<file path="src/rtl/psum_accum_ctrl_pkg.sv">
// Shared definitions for the partial-sum accumulation path: FSM state
// encoding, buffer geometry helpers and the saturating-add overflow decision.
package psum_accum_ctrl_pkg;

    typedef enum logic [1:0] {
        IDLE  = 2'd0,
        ACCUM = 2'd1,
        DRAIN = 2'd2,
        DONE  = 2'd3
    } state_e;

    typedef enum logic [1:0] {
        SAT_NONE = 2'd0,
        SAT_POS  = 2'd1,
        SAT_NEG  = 2'd2
    } sat_kind_e;

    // Number of OFM pixels in one square output map.
    function automatic int ofm_pixels(input int ofm_size);
        return ofm_size * ofm_size;
    endfunction

    // Address width needed to index every pixel of the accumulation buffer.
    function automatic int buf_addr_width(input int ofm_size);
        return $clog2(ofm_pixels(ofm_size));
    endfunction

    // Overflow decision for a W-bit add computed at W+1 bits. top2 holds
    // bits [W:W-1] of the wide sum; the add overflowed when they differ,
    // and bit W tells the true sign of the result.
    function automatic sat_kind_e sat_classify(input logic [1:0] top2);
        sat_kind_e kind;
        case (top2)
            2'b01:   kind = SAT_POS;
            2'b10:   kind = SAT_NEG;
            default: kind = SAT_NONE;
        endcase
        return kind;
    endfunction

endpackage

</file>
<file path="src/rtl/psum_accum_ctrl_sat_add.sv">
// Combinational psum adder: passes b through on the first channel, otherwise
// adds a+b and clamps the result to the signed W-bit range.
module psum_sat_add
    import psum_accum_ctrl_pkg::*;
#(
    parameter int W = 16
) (
    input  logic signed [W-1:0] a,
    input  logic signed [W-1:0] b,
    input  logic                first,
    output logic signed [W-1:0] sum,
    output logic                sat
);

    logic [W:0] wide;

    assign wide = {a[W-1], a} + {b[W-1], b};

    // Select passthrough, clamped or plain sum and flag any clamp.
    always_comb begin
        sum = b;
        sat = 1'b0;
        if (!first) begin
            case (sat_classify(wide[W:W-1]))
                SAT_POS: begin
                    sum = {1'b0, {(W-1){1'b1}}};
                    sat = 1'b1;
                end
                SAT_NEG: begin
                    sum = {1'b1, {(W-1){1'b0}}};
                    sat = 1'b1;
                end
                default: sum = wide[W-1:0];
            endcase
        end
    end

endmodule

</file>
<file path="src/rtl/psum_accum_ctrl.sv">
// Partial-sum accumulation sequencer for one convolution layer pass.
// Channel 0 stores psums, middle channels read-add-write the buffer, and
// the last channel emits finished OFM pixels instead of writing back.
// Valid/ready note: there is no backpressure anywhere; psum_vld is a pure
// valid, and buf_wr_en / ofm_vld are single-cycle valids the consumers must
// take. buf_rd_data is expected one cycle after buf_rd_en.
module psum_accum_ctrl
    import psum_accum_ctrl_pkg::*;
#(
    parameter int DATA_WIDTH  = 16,
    parameter int NUM_CHANNEL = 3,
    parameter int OFM_SIZE    = 7,
    parameter int RELU        = 1,
    parameter int AW          = buf_addr_width(OFM_SIZE)
) (
    input  logic                         clk,
    input  logic                         rst,
    input  logic                         start,
    input  logic                         psum_vld,
    input  logic signed [DATA_WIDTH-1:0] psum_in,
    output logic                         buf_rd_en,
    output logic        [AW-1:0]         buf_rd_addr,
    input  logic signed [DATA_WIDTH-1:0] buf_rd_data,
    output logic                         buf_wr_en,
    output logic        [AW-1:0]         buf_wr_addr,
    output logic        [DATA_WIDTH-1:0] buf_wr_data,
    output logic                         ofm_vld,
    output logic        [DATA_WIDTH-1:0] ofm_data,
    output logic                         busy,
    output logic                         done,
    output logic                         sat_flag
);

    localparam int N  = ofm_pixels(OFM_SIZE);
    localparam int CW = (NUM_CHANNEL > 1) ? $clog2(NUM_CHANNEL) : 1;
    localparam logic [AW-1:0] PIX_LAST = AW'(N - 1);
    localparam logic [CW-1:0] CH_LAST  = CW'(NUM_CHANNEL - 1);

    state_e state;
    state_e state_nxt;

    logic [AW-1:0] pix_cnt;
    logic [CW-1:0] ch_cnt;

    logic accept;
    logic start_ok;
    logic pix_wrap;
    logic ch_first;
    logic ch_last;
    logic final_psum;

    // Stage-1 register: one accepted psum waiting for its buffer read data.
    logic                         s1_vld;
    logic        [AW-1:0]         s1_addr;
    logic signed [DATA_WIDTH-1:0] s1_psum;
    logic                         s1_first;
    logic                         s1_last;
    logic signed [DATA_WIDTH-1:0] s1_sum;
    logic                         s1_sat;

    assign accept     = (state == ACCUM) && psum_vld;
    assign start_ok   = (state == IDLE) && start;
    assign pix_wrap   = (pix_cnt == PIX_LAST);
    assign ch_first   = (ch_cnt == '0);
    assign ch_last    = (ch_cnt == CH_LAST);
    assign final_psum = accept && pix_wrap && ch_last;

    // Stage 0: fetch the running sum for every channel after the first.
    assign buf_rd_en   = accept && !ch_first;
    assign buf_rd_addr = pix_cnt;

    // FSM state register.
    always_ff @(posedge clk or posedge rst) begin
        if (rst) begin
            state <= IDLE;
        end else begin
            state <= state_nxt;
        end
    end

    // FSM next-state logic.
    always_comb begin
        state_nxt = state;
        case (state)
            IDLE:    if (start) state_nxt = ACCUM;
            ACCUM:   if (final_psum) state_nxt = DRAIN;
            DRAIN:   state_nxt = DONE;
            DONE:    state_nxt = IDLE;
            default: state_nxt = IDLE;
        endcase
    end

    // FSM outputs: busy spans ACCUM..DONE, done marks the DONE cycle.
    always_comb begin
        busy = (state != IDLE);
        done = (state == DONE);
    end

    // Pixel and channel counters; both wrap to zero after the final psum.
    always_ff @(posedge clk or posedge rst) begin
        if (rst) begin
            pix_cnt <= '0;
            ch_cnt  <= '0;
        end else if (start_ok) begin
            pix_cnt <= '0;
            ch_cnt  <= '0;
        end else if (accept) begin
            if (pix_wrap) begin
                pix_cnt <= '0;
                ch_cnt  <= ch_last ? '0 : ch_cnt + CW'(1);
            end else begin
                pix_cnt <= pix_cnt + AW'(1);
            end
        end
    end

    // Capture the accepted psum and its channel role into stage 1.
    always_ff @(posedge clk or posedge rst) begin
        if (rst) begin
            s1_vld   <= 1'b0;
            s1_addr  <= '0;
            s1_psum  <= '0;
            s1_first <= 1'b0;
            s1_last  <= 1'b0;
        end else begin
            s1_vld <= accept;
            if (accept) begin
                s1_addr  <= pix_cnt;
                s1_psum  <= psum_in;
                s1_first <= ch_first;
                s1_last  <= ch_last;
            end
        end
    end

    psum_sat_add #(
        .W(DATA_WIDTH)
    ) u_sat_add (
        .a    (buf_rd_data),
        .b    (s1_psum),
        .first(s1_first),
        .sum  (s1_sum),
        .sat  (s1_sat)
    );

    // Sticky saturation flag, cleared when a new pass is accepted.
    always_ff @(posedge clk or posedge rst) begin
        if (rst) begin
            sat_flag <= 1'b0;
        end else if (start_ok) begin
            sat_flag <= 1'b0;
        end else if (s1_vld && s1_sat) begin
            sat_flag <= 1'b1;
        end
    end

    // Stage 1: write back the running sum, or emit the finished pixel.
    always_comb begin
        buf_wr_en   = 1'b0;
        buf_wr_addr = '0;
        buf_wr_data = '0;
        ofm_vld     = 1'b0;
        ofm_data    = '0;
        if (s1_vld) begin
            if (s1_last) begin
                ofm_vld  = 1'b1;
                ofm_data = ((RELU != 0) && s1_sum[DATA_WIDTH-1]) ? '0 : s1_sum;
            end else begin
                buf_wr_en   = 1'b1;
                buf_wr_addr = s1_addr;
                buf_wr_data = s1_sum;
            end
        end
    end

endmodule

</file>
<file path="config.mk">
export PLATFORM = sky130hd
export DESIGN_NAME = psum_accum_ctrl
export DESIGN_NICKNAME = d
export VERILOG_FILES = /design/src/rtl/psum_accum_ctrl_pkg.sv /design/src/rtl/psum_accum_ctrl_sat_add.sv /design/src/rtl/psum_accum_ctrl.sv
export SDC_FILE = /design/constraint.sdc
export NUM_CORES = 1
export LEC_CHECK = 0
export CORE_ASPECT_RATIO = 1.2
export CORE_MARGIN = 3
export CORE_UTILIZATION = 42
export DETAILED_ROUTE_END_ITERATION = 6
export PLACE_DENSITY = 0.73
export SLEW_MARGIN = 20
export SYNTH_ARGS = -nofsm -noshare
export SYNTH_HDL_FRONTEND = slang
export SYNTH_SLANG_ARGS = --single-unit
</file>
<file path="constraint.sdc">
create_clock -name clk -period 7.05 [get_ports clk]
set_input_delay 1.41 -clock clk [delete_from_list [all_inputs] [get_ports clk]]
set_output_delay 1.41 -clock clk [all_outputs]
set_load 0.01 [all_outputs]
</file>
Word level (Yosys, flattened, before mapping):

Cells that the tools add are included.

* add/sub/neg operators: 3
* equality and inequality tests: 11
* multiplexer cells: 29
* reduce and logical (&&, ||, !) cells: 16

Operators with widths (count)
* $mux 16: 3
* $mux 15: 3
* $pmux 16 s2: 1
* $mux 6: 5
* $add 16x16->17: 1
* $mux 2: 7
* $eq 2x2->1 const B: 5
* $mux 1: 8
* $pmux 2 s4: 1
* $reduce_bool 2->1: 4
* $add 6x1->6 const B: 1
* $eq 2x1->1 const B: 3
* $eq 6x6->1 const B: 1
* $logic_and 1x1->1: 6
* $logic_not 2->1: 2
* $ne 2x2->1 const B: 2
* $pmux 2 s2: 1
* $reduce_and 2->1: 2
* $add 2x1->2 const B: 1
* $reduce_or 2->1: 1
* $logic_not 1->1: 1

* register bits: 36
* bits of input ports: 36
* output and inout port bits: 50
* word-level logic and storage cells: 68

Depth between registers and ports, before layout:

* depth after elaboration: 11
* depth in mapped cells: 16
* mapped depth without buffers: 15

Modules after synthesis:

From an unflattened synthesis, not the netlist that was laid out.

* cell total of the unflattened synthesis: 319
* area total of the unflattened synthesis: 2872.8 sq um

By module, submodules not included
* psum_accum_ctrl: instances 1, cells each 169, area each 1863.0 sq um, seq. area each 900.9 sq um
* psum_sat_add: instances 1, cells each 150, area each 1009.7 sq um, seq. area each 0.0 sq um

Least setup slack after synthesis:

No wires, ideal clock.

* kind: in2out
* start: input port buf_rd_data[0]
* end: output port buf_wr_data[12]
* data arrival time: 4.655 ns
* required time: 5.640 ns
* slack: 0.985 ns
* stages on the path: 16
* cells stage by stage: ha_1 fa_1 a21oi_1 nand4b_1 a32oi_1 a2111oi_2 nor3_1 and2_1 o31ai_1 ha_1 clkbuf_1 nor2b_1 nor2_1 and3_1 nor2_1 a21oi_1

* longest elaborated chain between the ends: 9
* elaborated cells on any way between the ends: 11
* classes of those cells: add/sub: 1; eq/ne: 4; mux: 6

Ends and longest elaborated chain
* from (decl): line psum_accum_ctrl.sv:23 `input logic signed [DATA_WIDTH-1:0] buf_rd_data,`
* $add 16x16->17 (*): line psum_accum_ctrl_sat_add.sv:17 `assign wide = {a[W-1], a} + {b[W-1], b};`
* $eq 2x2->1 / $eq 2x1->1 (equally long branches): line psum_accum_ctrl_pkg.sv:33 `case (top2)`
* $pmux 2 s2: line psum_accum_ctrl_pkg.sv:33
* $mux 2: line psum_accum_ctrl_sat_add.sv:23 `if (!first) begin`
* $eq 2x2->1 / $eq 2x1->1 (equally long branches): line psum_accum_ctrl_sat_add.sv:24 `case (sat_classify(wide[W:W-1]))`
* $pmux 16 s2 (*): line psum_accum_ctrl_sat_add.sv:24
* $mux 16 (*): line psum_accum_ctrl_sat_add.sv:23
* $mux 16 (*): line psum_accum_ctrl.sv:165 `if (s1_last) begin`
* $mux 16 (*): line psum_accum_ctrl.sv:164 `if (s1_vld) begin`
* to (decl): line psum_accum_ctrl.sv:26 `output logic [DATA_WIDTH-1:0] buf_wr_data,`

Mark *: on every way between the ends. The rest lies on a longest branch, timed or not. The select of a mux whose other input is x is not followed.

Worst setup path in the final report:

* start: input port buf_rd_data[0]
* end: output port ofm_data[2]

* longest elaborated chain between the ends: 10
* elaborated cells on any way between the ends: 12
* classes of those cells: add/sub: 1; eq/ne: 4; mux: 7

Ends and longest elaborated chain
* $add 16x16->17 (*): line psum_accum_ctrl_sat_add.sv:17
* $eq 2x2->1 / $eq 2x1->1 (equally long branches): line psum_accum_ctrl_pkg.sv:33
* $pmux 2 s2: line psum_accum_ctrl_pkg.sv:33
* $mux 2: line psum_accum_ctrl_sat_add.sv:23
* $eq 2x2->1 / $eq 2x1->1 (equally long branches): line psum_accum_ctrl_sat_add.sv:24
* $pmux 16 s2 (*): line psum_accum_ctrl_sat_add.sv:24
* $mux 16 (*): line psum_accum_ctrl_sat_add.sv:23
* $mux 15 (*): line psum_accum_ctrl.sv:167 `ofm_data = ((RELU != 0) && s1_sum[DATA_WIDTH-1]) ? '0 : s1_sum;`
* $mux 15 (*): line psum_accum_ctrl.sv:165
* $mux 15 (*): line psum_accum_ctrl.sv:164
* to (decl): line psum_accum_ctrl.sv:28 `output logic [DATA_WIDTH-1:0] ofm_data,`

Marked as above.

==> out/metrics.yaml <==
synth_edf_count: 0
fp-row-count: 31
core_area_sq_um: 6130
crit_buf_inv: 3
routed_wl_microns: 7580
synth_area_leaders: "dfrtp_1 33%, ha_1 12%, nand2_1 11%, nor2_1 6.0%, a21oi_1 5.8%"
dieArea_sq_um: 7420
synthAdderAreaFrac_pct: 12.8
clkSlewWorstSetupHoldPaths_ns: 0.08
diodes: 0
crit_type: "in -> out"
worst-r2r-cell-count: 13
routed_via_density: 5.26
grt_pass1_vias: 2667
routedWlPerCell_microns: 14.5
cts_root_buf: "clkbuf_8"
synth_top_family_by_area: "simple AND/OR/NAND/NOR gates"
final_nets: 501
die_h_microns: 93.8
grt_max_degree: 37
p_leak_nw: 1.84
path_cells: "clkdlybuf4s50_1 > ha_1 > fa_1 > a21oi_2 > nand4b_1 > a32oi_2 > a2111oi_4 > nor3_2 > and2_1 > o31ai_2 > ha_1 > nor2b_1 > buf_4 > nor3_1 > a21oi_1 > nor2_1 > clkdlybuf4s50_1"
cts_num_sinks: 36
cts_tree: "yes"
critPathArrivalTime_ns: 5.42
die_w_microns: 79.2
grt_overflow: 0
min_path_cells: 2
critPathMaxStageDelay_ns: 0.56
avgSynthCellArea_sq_um: 7.77
min_period_ns: 6.83
yosysTopAreaCell: "dfrtp_1"
critPathMaxFanout: 3
maxCapViolCount: 0
final_common_cell: "clkdlybuf4s50_1"
layout_common_cells: "78 x clkdlybuf4s50_1, 76 x nand2_1, 41 x nor2_1"
r2r-start: "s1_psum[0]"
status: "completed"
hold_path.class: "reg -> reg"
syn_to_final_growth_pct: 42.9
start_util_pct: 44.0
worst_r2r_endpoint: "sat_flag"
htreeDepth: 2
syn_nets: 410
cts_hold_buf: 0
cp.required_ns: 5.64
place_congestion: 0.888
place_hpwl_microns: 5830
finalMaxSlewViolations: 0
multi_input_area_sq_um: 1760
hold_start: "s1_addr[3]"
p_per_area_nw_per_um2: 353
drt-initial-drc-count: 128
finalHoldViolCount: 0
holdWs_ns: 0.474
slew_headroom_pct: 33.4
vias: 2742
synth_cell_type_count: 43
grt_pass1_wl_microns: 12600
fmaxAchievable_ghz: 0.146
firstDrtPassIters: 4
synth_seq_cells: 36
finalSetupViolCount: 0
synth_top_flop_cell: "dfrtp_1"
place_ws_ns: -0.175
synth-simple-area-share_pct: 26.8
grt.total_usage_pct: 21.4
io_buffers: 84
peakVddDrop_mv: 0.207
ys_seq_area_share_pct: 33.4
yosys.area_share.xor_xnor_pct: 5.52
drive_gt1_share_pct: 8.66
yosys_warnings: 0
synthArstFlopShare_pct: 100
ant_nets: 0
timing.final.ws_setup_ns: 0.220
ios: 86
skew_ns: 0.00800
critical_path.slowest_cell: "clkdlybuf4s50_1"
crit_path_end_kind: "output pin"
netlist.area_leader.share_pct: 33.4
synth_area_sq_um: 2700
regArea_sq_um: 901
cp_top_family: "buffers and inverters"
synthMuxAreaShare_pct: 1.39
cts_buffers: 5
postCtsSetupRepairBufs: 0
synth_compound_area_share_pct: 16.4
critPathLaunchType: "input port"
clock_latency_ns: 0.29
drc: 0
reg2reg_slack_ns: 3.85
worst_pin_slew_ns: 0.997
fillers: 571
postSynthCellCount: 347
fin_crit_sh_pct: 96.9
antenna_found_initial: 0
clockBufferDepth: 2
hold_end: "s1_addr[3]"
final cells by class:
class	instances	area share [%]
multi-input combinational	286	45.7
timing repair buffer	98	24.9
sequential	36	23.4
tap	82	2.66
clock buffer	5	1.78
inverter	11	1.07
clock inverter	3	0.487
registers in the layout, summed over array words and instances, names as in the netlist:
name,flops
ch_cnt,2
s1_last,1
buf_rd_addr,6
sat_flag,1
s1_vld,1
s1_addr,6
s1_first,1
s1_psum,16
state,2
tightest hold or removal path, stage by stage (launching register included):
cell,delay [ns]
dfrtp_1,0.34
nand2_1,0.05
nand2_1,0.05
cells by family (layout without fill, tap and decap cells):
logic type | after synthesis | in the layout
other cells | 1 | 1
buf+inv | 25 | 117
fa+ha+maj | 27 | 27
flops | 36 | 36
xor+xnor | 17 | 17
compound gates | 74 | 74
mux | 3 | 3
simple gates | 164 | 164
how the worst max path moves through the flow:
stage,depth (start not counted),slack [ns],to,startpoint
global route,17,-0.0007,ofm_data[2],buf_rd_data[0]
CTS,17,0.01,buf_wr_data[12],buf_rd_data[0]
global placement,17,-0.08,ofm_data[10],buf_rd_data[0]
finish,17,0.22,ofm_data[2],buf_rd_data[0]
floorplan,16,0.99,buf_wr_data[12],buf_rd_data[0]
detailed placement,17,-0.18,buf_wr_data[12],buf_rd_data[0]
where the power goes:
group,internal [mW],total (mW),switching [mW]
Combinational,0.403,0.876,0.473
Sequential,0.275,0.340,0.0645
Clock,0.0689,0.147,0.0786
Total,0.747,1.36,0.616
layer usage:
metal / GRT usage, % / wire, microns
met5: 0 / 0
met4: 5.16 / 78
met3: 4.61 / 410
met2: 38.1 / 3940
met1: 26.1 / 3150
cells in the mapped netlist, drive strengths merged, types with 2 or more instances:
cell    number
a211oi       2
a21o         4
a21oi       31
a221oi       2
a31oi        2
and2        12
and3         3
and4         2
buf          2
clkbuf      12
dfrtp       36
ha          26
inv         11
mux2         3
nand2       76
nand2b       7
nand3        2
nand4b       2
nor2        43
nor2b        2
nor3        12
o21ai       21
o21bai       2
xnor2        7
xor2        10
stage by stage:
| stage | instances | total power, mW | setup TNS, ns | instance area [sq um] | util, % |
|---|---|---|---|---|---|
| 2_1_floorplan | 347 | 0.882 | 0 | 2700 | - |
| 3_3_place_gp | 513 | 1.17 | -0.485 | 3690 | 60.2 |
| 3_5_place_dp | 513 | 1.18 | -1.46 | 3690 | 60.2 |
| 4_1_cts | 521 | 1.34 | 0 | 3790 | 61.8 |
| 5_1_grt | 521 | 1.49 | -0.000659 | 3860 | 62.9 |
| 6_report | 521 | 1.36 | 0 | 3860 | 62.9 |
repair_timing:
action,4_1_cts,5_1_grt
gates resized for setup,3,16
pin swaps,1,3
cloned,0,0
setup endpoints to repair,19,30
Note: power is estimated with default switching activity, not from simulation.
